## config.mk

```make
export PLATFORM = sky130hd
export DESIGN_NAME = record_ingress_stamper_flat
export DESIGN_NICKNAME = d
export VERILOG_FILES = /design/src/rtl/record_ingress_stamper_if.sv /design/src/rtl/record_ingress_stamper.sv /design/src/flat_wrapper.sv
export SDC_FILE = /design/constraint.sdc
export NUM_CORES = 2
export LEC_CHECK = 0
export BUFFER_PORTS_ARGS = -buffer_cell sky130_fd_sc_hd__buf_2
export CAP_MARGIN = 0
export CORE_ASPECT_RATIO = 0.8
export CORE_MARGIN = 2
export CORE_UTILIZATION = 60
export CTS_CLUSTER_SIZE = 28
export DETAILED_ROUTE_END_ITERATION = 8
export GPL_TIMING_DRIVEN = 0
export PLACE_DENSITY_LB_ADDON = 0.1
export SYNTH_ARGS = -nofsm -noshare
export SYNTH_HDL_FRONTEND = slang
export SYNTH_SLANG_ARGS = --single-unit
```

## constraint.sdc

```tcl
create_clock -name clk -period 10.9 [get_ports clk]
set_input_delay 1.09 -clock clk [delete_from_list [all_inputs] [get_ports clk]]
set_output_delay 1.09 -clock clk [all_outputs]
set_load 0.05 [all_outputs]
```

## src/rtl/record_ingress_stamper_if.sv

```systemverilog
// record_ingress_stamper_if
//   Record stream from the ingress stamper to event_record_unpack.
//   One beat carries one complete record.
//   Signals:
//     tdata  - record bytes; byte i sits at [8i+7:8i]
//     tuser  - timestamp of the record's first byte
//     tvalid - record available
//     tready - downstream accept
//     tlast  - always equal to tvalid
//   Modports: master (record producer), slave (record consumer).
interface record_ingress_stamper_if #(
  parameter int unsigned DATA_W = 256,
  parameter int unsigned TS_W   = 64
);
  logic [DATA_W-1:0] tdata;
  logic [TS_W-1:0]   tuser;
  logic              tvalid;
  logic              tready;
  logic              tlast;

  modport master (output tdata, output tuser, output tvalid, output tlast, input tready);
  modport slave  (input tdata, input tuser, input tvalid, input tlast, output tready);
endinterface

```

## src/rtl/record_ingress_stamper.sv

```systemverilog
// record_ingress_stamper
//   Frames the UART RX byte stream into fixed-size records. Each record is
//   stamped with pl_now from the cycle its first byte arrived. Completed
//   records are queued in a small FIFO, so the downstream stage can apply
//   backpressure. A record that arrives while the FIFO is full is dropped
//   whole. Drops and gap-timeout resyncs are counted with saturating
//   counters.
//   Optional feature: define RECORD_GAP_TIMEOUT_EN to build the inter-byte
//   gap timer. Without it, a partial record waits indefinitely and
//   resync_count is held at 0.
//   Ports:
//     clk, rst_n    - clock; asynchronous active-low reset
//     uart_rx_valid - one-cycle byte strobe (never back-pressured)
//     uart_rx_data  - received byte
//     pl_now        - free-running PL timestamp
//     m_axis        - record stream (master modport)
//     drop_count    - records lost to a full FIFO (saturating)
//     resync_count  - partial records aborted by gap timeout (saturating)
//     fifo_level    - number of stored records
module record_ingress_stamper #(
  parameter int unsigned RECORD_BYTES = 32,
  parameter int unsigned FIFO_DEPTH   = 4,
  parameter int unsigned TS_W         = 64,
  parameter int unsigned GAP_TIMEOUT  = 1024
) (
  input  logic                          clk,
  input  logic                          rst_n,
  input  logic                          uart_rx_valid,
  input  logic [7:0]                    uart_rx_data,
  input  logic [TS_W-1:0]               pl_now,
  record_ingress_stamper_if.master      m_axis,
  output logic [31:0]                   drop_count,
  output logic [31:0]                   resync_count,
  output logic [$clog2(FIFO_DEPTH):0]   fifo_level
);
  localparam int unsigned DATA_W = RECORD_BYTES * 8;
  localparam int unsigned CNT_W  = $clog2(RECORD_BYTES);
  localparam int unsigned PTR_W  = $clog2(FIFO_DEPTH);

  if (RECORD_BYTES < 2 || FIFO_DEPTH < 2 || (FIFO_DEPTH & (FIFO_DEPTH - 1)) != 0 ||
      GAP_TIMEOUT < 1) begin : g_bad_params
    $error("record_ingress_stamper: illegal parameter combination");
  end

  typedef enum logic {ST_IDLE, ST_COLLECT} state_t;

  state_t             state_q, state_d;
  logic [CNT_W-1:0]   cnt_q, cnt_d;
  logic [DATA_W-1:0]  rec_q, rec_d, rec_full;
  logic [TS_W-1:0]    stamp_q, stamp_d;
  logic               push;

  logic [DATA_W-1:0]  mem_data_q [FIFO_DEPTH];
  logic [TS_W-1:0]    mem_ts_q   [FIFO_DEPTH];
  logic [PTR_W-1:0]   wr_q, wr_d, rd_q, rd_d;
  logic [PTR_W:0]     level_q, level_d;
  logic [31:0]        drop_q, drop_d;
  logic               pop, full, push_ok;

`ifdef RECORD_GAP_TIMEOUT_EN
  localparam int unsigned GAP_W = $clog2(GAP_TIMEOUT + 1);
  logic [GAP_W-1:0]   gap_q, gap_d;
  logic [31:0]        resync_q, resync_d;
  logic               resync_inc;
`endif

  // Framer: the last byte is merged combinationally, so the complete record
  // is pushed on the same edge that samples its final byte.
  always_comb begin
    state_d  = state_q;
    cnt_d    = cnt_q;
    rec_d    = rec_q;
    stamp_d  = stamp_q;
    push     = 1'b0;
    rec_full = rec_q;
    rec_full[{cnt_q, 3'b000} +: 8] = uart_rx_data;
`ifdef RECORD_GAP_TIMEOUT_EN
    gap_d      = gap_q;
    resync_inc = 1'b0;
`endif
    case (state_q)
      ST_IDLE: begin
`ifdef RECORD_GAP_TIMEOUT_EN
        gap_d = '0;
`endif
        if (uart_rx_valid) begin
          rec_d[7:0] = uart_rx_data;
          stamp_d    = pl_now;
          cnt_d      = CNT_W'(1);
          state_d    = ST_COLLECT;
        end
      end
      default: begin
        if (uart_rx_valid) begin
`ifdef RECORD_GAP_TIMEOUT_EN
          gap_d = '0;
`endif
          if (cnt_q == CNT_W'(RECORD_BYTES - 1)) begin
            push    = 1'b1;
            cnt_d   = '0;
            state_d = ST_IDLE;
          end else begin
            rec_d = rec_full;
            cnt_d = cnt_q + CNT_W'(1);
          end
        end
`ifdef RECORD_GAP_TIMEOUT_EN
        // A byte on the timeout cycle takes the branch above, so it is kept.
        else if (gap_q == GAP_W'(GAP_TIMEOUT - 1)) begin
          gap_d      = '0;
          cnt_d      = '0;
          state_d    = ST_IDLE;
          resync_inc = 1'b1;
        end else begin
          gap_d = gap_q + GAP_W'(1);
        end
`endif
      end
    endcase
  end

  // Record FIFO. When full, a push is still accepted if the head is popped
  // on the same cycle; it then writes into the slot being vacated.
  always_comb begin
    pop     = m_axis.tvalid && m_axis.tready;
    full    = (level_q == (PTR_W + 1)'(FIFO_DEPTH));
    push_ok = push && (!full || pop);
    wr_d    = push_ok ? wr_q + PTR_W'(1) : wr_q;
    rd_d    = pop ? rd_q + PTR_W'(1) : rd_q;
    case ({push_ok, pop})
      2'b10:   level_d = level_q + (PTR_W + 1)'(1);
      2'b01:   level_d = level_q - (PTR_W + 1)'(1);
      default: level_d = level_q;
    endcase
    drop_d = drop_q;
    if (push && full && !pop && drop_q != '1) begin
      drop_d = drop_q + 32'd1;
    end
`ifdef RECORD_GAP_TIMEOUT_EN
    resync_d = resync_q;
    if (resync_inc && resync_q != '1) begin
      resync_d = resync_q + 32'd1;
    end
`endif
  end

  always_ff @(posedge clk or negedge rst_n) begin
    if (!rst_n) begin
      state_q <= ST_IDLE;
      cnt_q   <= '0;
      rec_q   <= '0;
      stamp_q <= '0;
      wr_q    <= '0;
      rd_q    <= '0;
      level_q <= '0;
      drop_q  <= '0;
`ifdef RECORD_GAP_TIMEOUT_EN
      gap_q    <= '0;
      resync_q <= '0;
`endif
    end else begin
      state_q <= state_d;
      cnt_q   <= cnt_d;
      rec_q   <= rec_d;
      stamp_q <= stamp_d;
      wr_q    <= wr_d;
      rd_q    <= rd_d;
      level_q <= level_d;
      drop_q  <= drop_d;
`ifdef RECORD_GAP_TIMEOUT_EN
      gap_q    <= gap_d;
      resync_q <= resync_d;
`endif
    end
  end

  // Storage needs no reset: contents are only visible while level_q != 0.
  always_ff @(posedge clk) begin
    if (push_ok) begin
      mem_data_q[wr_q] <= rec_full;
      mem_ts_q[wr_q]   <= stamp_q;
    end
  end

  // Outputs are gated by level, so reset forces them to zero asynchronously.
  // The head entry only changes on a pop, which keeps tdata/tuser stable
  // while a beat is stalled.
  always_comb begin
    m_axis.tvalid = (level_q != '0);
    m_axis.tlast  = m_axis.tvalid;
    m_axis.tdata  = m_axis.tvalid ? mem_data_q[rd_q] : '0;
    m_axis.tuser  = m_axis.tvalid ? mem_ts_q[rd_q] : '0;
  end

  assign drop_count = drop_q;
  assign fifo_level = level_q;
`ifdef RECORD_GAP_TIMEOUT_EN
  assign resync_count = resync_q;
`else
  assign resync_count = '0;
`endif
endmodule

```

## src/flat_wrapper.sv

```systemverilog
// flat-port wrapper written by rule: the top's interface ports become plain ports
module record_ingress_stamper_flat 
#(
  parameter int unsigned RECORD_BYTES = 32,
  parameter int unsigned FIFO_DEPTH   = 4,
  parameter int unsigned TS_W         = 64,
  parameter int unsigned GAP_TIMEOUT  = 1024
)
  (clk, rst_n, uart_rx_valid, uart_rx_data, pl_now, drop_count, resync_count, fifo_level, m_axis_tdata, m_axis_tuser, m_axis_tvalid, m_axis_tlast, m_axis_tready);
  record_ingress_stamper_if #(.TS_W(TS_W)) m_axis_i ();
  input  logic clk;
  input  logic rst_n;
  input  logic uart_rx_valid;
  input  logic [7:0] uart_rx_data;
  input  logic [TS_W-1:0] pl_now;
  output logic [31:0] drop_count;
  output logic [31:0] resync_count;
  output logic [$clog2(FIFO_DEPTH):0] fifo_level;
  output wire logic [$bits(m_axis_i.tdata)-1:0] m_axis_tdata;
  output wire logic [$bits(m_axis_i.tuser)-1:0] m_axis_tuser;
  output wire logic [$bits(m_axis_i.tvalid)-1:0] m_axis_tvalid;
  output wire logic [$bits(m_axis_i.tlast)-1:0] m_axis_tlast;
  input wire logic [$bits(m_axis_i.tready)-1:0] m_axis_tready;
  assign m_axis_tdata = m_axis_i.tdata;
  assign m_axis_tuser = m_axis_i.tuser;
  assign m_axis_tvalid = m_axis_i.tvalid;
  assign m_axis_tlast = m_axis_i.tlast;
  assign m_axis_i.tready = m_axis_tready;
  record_ingress_stamper #(.RECORD_BYTES(RECORD_BYTES), .FIFO_DEPTH(FIFO_DEPTH), .TS_W(TS_W), .GAP_TIMEOUT(GAP_TIMEOUT)) u_core (.clk(clk), .rst_n(rst_n), .uart_rx_valid(uart_rx_valid), .uart_rx_data(uart_rx_data), .pl_now(pl_now), .m_axis(m_axis_i), .drop_count(drop_count), .resync_count(resync_count), .fifo_level(fifo_level));
endmodule
```

==> reports/metrics.yaml <==
crit_path_max_fanout: 10
die_w_um: 376
synth-compound-area-share: 0.00530
first_pass_iters: 5
crit_type: "reg2out"
clock_skew_ns: 0.0202
synth_top_family_by_area: "multiplexers"
vias: 34681
rsz0062_at_grt: "no"
first_iter_violations: 3558
finalWirelength_mm: 157
clk_pin_slew_ns: 0.06
required_ns: 9.81
peakVddDrop_mv: 0.273
finalPower_mw: 20.1
power_leakage_nw: 29.3
start_util: 0.604
vias_per_cell: 6.03
synthAdderAreaFrac: 0.00237
hp-class: "in2async"
io_buffer_count: 432
syn_to_final_growth_pct: 15.0
synth_flop_cell: "edfxtp_1"
fill_cells: 7187
ctsHoldBuffers: 0
top_layer_used: "met5"
yosys.area.top_type_share: 0.578
ant_nets: 0
async_reset_ff_frac: 0.222
cts_made_buffers: 156
worstPathCellList: "clkbuf_1 > clkbuf_1 > buf_1 > mux4_2 > and2_1 > buf_2"
seq_area_um2: 47600
fp-row-count: 109
clock-sinks: 1645
drive_above_1_share: 0.382
dieArea_um2: 114000
arrival_ns: 4.66
dpl.hpwl_mm: 104
cts_resized: 0
drcViolationCount: 0
timing.setup.tns_ns: 0
yosys_warnings: 0
crit_path_top_delay_cell: "buf_1"
postSynthAreaPerCell_um2: 18.9
die-height_um: 302
run_status: "complete, no violations"
postLayoutCellArea_um2: 76500
maxSlewHeadroom: 0.121
grt_pass1_vias: 34308
placed_area_um2: 71400
cp_slowest_stage_delay_ns: 0.99
wl_met3_mm: 11.5
layout_commonest_cell: "edfxtp_1"
power_density_nw_per_um2: 262
grt_pass1_wl_mm: 229
layout_common_cells: "edfxtp_1, mux2_2, buf_2"
synth-seq-cells: 1645
syn_area_um2: 66600
drv_slew: 0
netlist_top_cells_area: "edfxtp_1, dfrtp_1, mux4_2, mux2_2, and2_1"
synth-simple-area-share: 0.0564
post_cts_buffers: 0
timing.fmax_mhz: 174
routedWlPerCell_um: 27.2
cp-end-kind: "output port"
htreeDepth: 4
hold_viol: 0
utilization: 0.694
seq_area_frac_synth: 0.715
drv_cap: 0
synth_top_cell_by_area: "edfxtp_1"
multi_input_area_um2: 18100
core_area_um2: 110000
ios: 465
final_net_count: 4258
met1Wirelength_mm: 65.7
synth_edf_count: 1280
yosys.cell_types.count: 51
fin_crit_sh: 0.527
whs_ns: 0.343
grt_usage: 0.279
cts_tree: "yes"
wl_met2_mm: 75.4
worst_slew_pin_slew_ns: 1.32
syn_inst: 3520
start_kind: "flip-flop"
place.gp.congestion: 0.829
grt_start_max_net_pins: 107
clk_path_buf_depth: 3
synth-xor-area-share: 0.00474
post-route-min-period_ns: 5.75
antenna_found_initial: 8
finalSetupViolCount: 0
cpMostUsedCell: "clkbuf_1"
gr-total-overflow: 0
cts_root_buffer: "clkbuf_16"
muxShareOfSynthArea: 0.201
worstSkewPairLatency_ns: 0.77
## Yosys cell counts (3+ instances only)
cell,instances
a21oi_1,3
and2_1,358
and3_1,19
buf_1,28
buf_2,30
buf_4,33
clkbuf_1,124
dfrtp_1,365
edfxtp_1,1280
ha_1,11
inv_1,10
mux2_1,3
mux2_2,545
mux4_2,320
nand2_1,117
nand2b_1,3
nand3_1,38
nand4_1,15
nor2_1,63
nor2_2,8
nor2b_1,3
nor3_1,12
nor3_2,5
nor4_1,7
nor4b_1,3
o21ai_0,46
or3_1,4
or4_1,3
xnor2_1,20
xor2_1,16
## layer usage
layer  global-route usage  vias to the layer above
li1                     -                    14987
met1                0.408                    18189
met2                0.435                     1302
met3               0.0558                      201
met4               0.0811                        2
met5                    0                        -
## kinds of logic after synthesis
kind of cell | count (synthesis)
AOI/OAI and AO/OA | 61
xor gates and xnor gates | 36
adders and majority gates | 12
buffers and inverters | 225
DFF | 1645
muxes | 870
other | 1
and+or+nand+nor | 670
## sequential cells by signal (all words and copies together), names as in the netlist
| signal | count |
|---|---|
| u_core.mem_data_q | 1024 |
| u_core.mem_ts_q | 256 |
| u_core.rec_q | 256 |
| u_core.stamp_q | 64 |
| u_core.drop_count | 32 |
| u_core.cnt_q | 5 |
| u_core.fifo_level | 3 |
| u_core.rd_q | 2 |
| u_core.wr_q | 2 |
| u_core.state_q | 1 |
## worst paths after layout
check	start	endpoint	slack (ns)	depth (start not counted)
worst min-delay path	rst_n	u_core.stamp_q[40]	0.34	1
min in group clk	u_core.rec_q[115]	u_core.rec_q[115]	0.49	2
worst max-delay path	u_core.rd_q[0]	m_axis_tdata[30]	5.15	6
worst max register to register	u_core.cnt_q[3]	u_core.mem_ts_q[3][33]	6.15	10
worst min register to register	u_core.rec_q[115]	u_core.rec_q[115]	0.49	2
max in group asynchronous	rst_n	u_core.drop_count[2]	8.91	3
## through the flow
stage | instances | worst slack, ns
floorplan | 3551 | 0.983
global placement | 5426 | -5.80
detailed placement | 5455 | 5.79
CTS | 5745 | 5.00
global route | 5746 | 4.90
finish | 5747 | 5.15
## cell type report
class,count,area share
buffer,215,0.0127
inverter,10,0.000491
multi-input combinational,1681,0.237
tap,1443,0.0236
clock buffer,218,0.0587
clock inverter,72,0.00785
sequential,1645,0.622
timing repair buffer,461,0.0383
antenna,2,0.0000654
## report_power, final
group	switching [mW]	internal [mW]	total, mW
logic	5.03	2.23	7.25
registers	0.152	7.28	7.44
clock network	2.29	3.09	5.38
total	7.47	12.6	20.1
## critical path, delay by kind of cell (launching register included)
kind          cells  cell delay (ns)
simple gates      1             0.25
mux               1             0.60
buf+inv           4             2.66
flops             1             0.33
(Power assumes the default switching activity.)
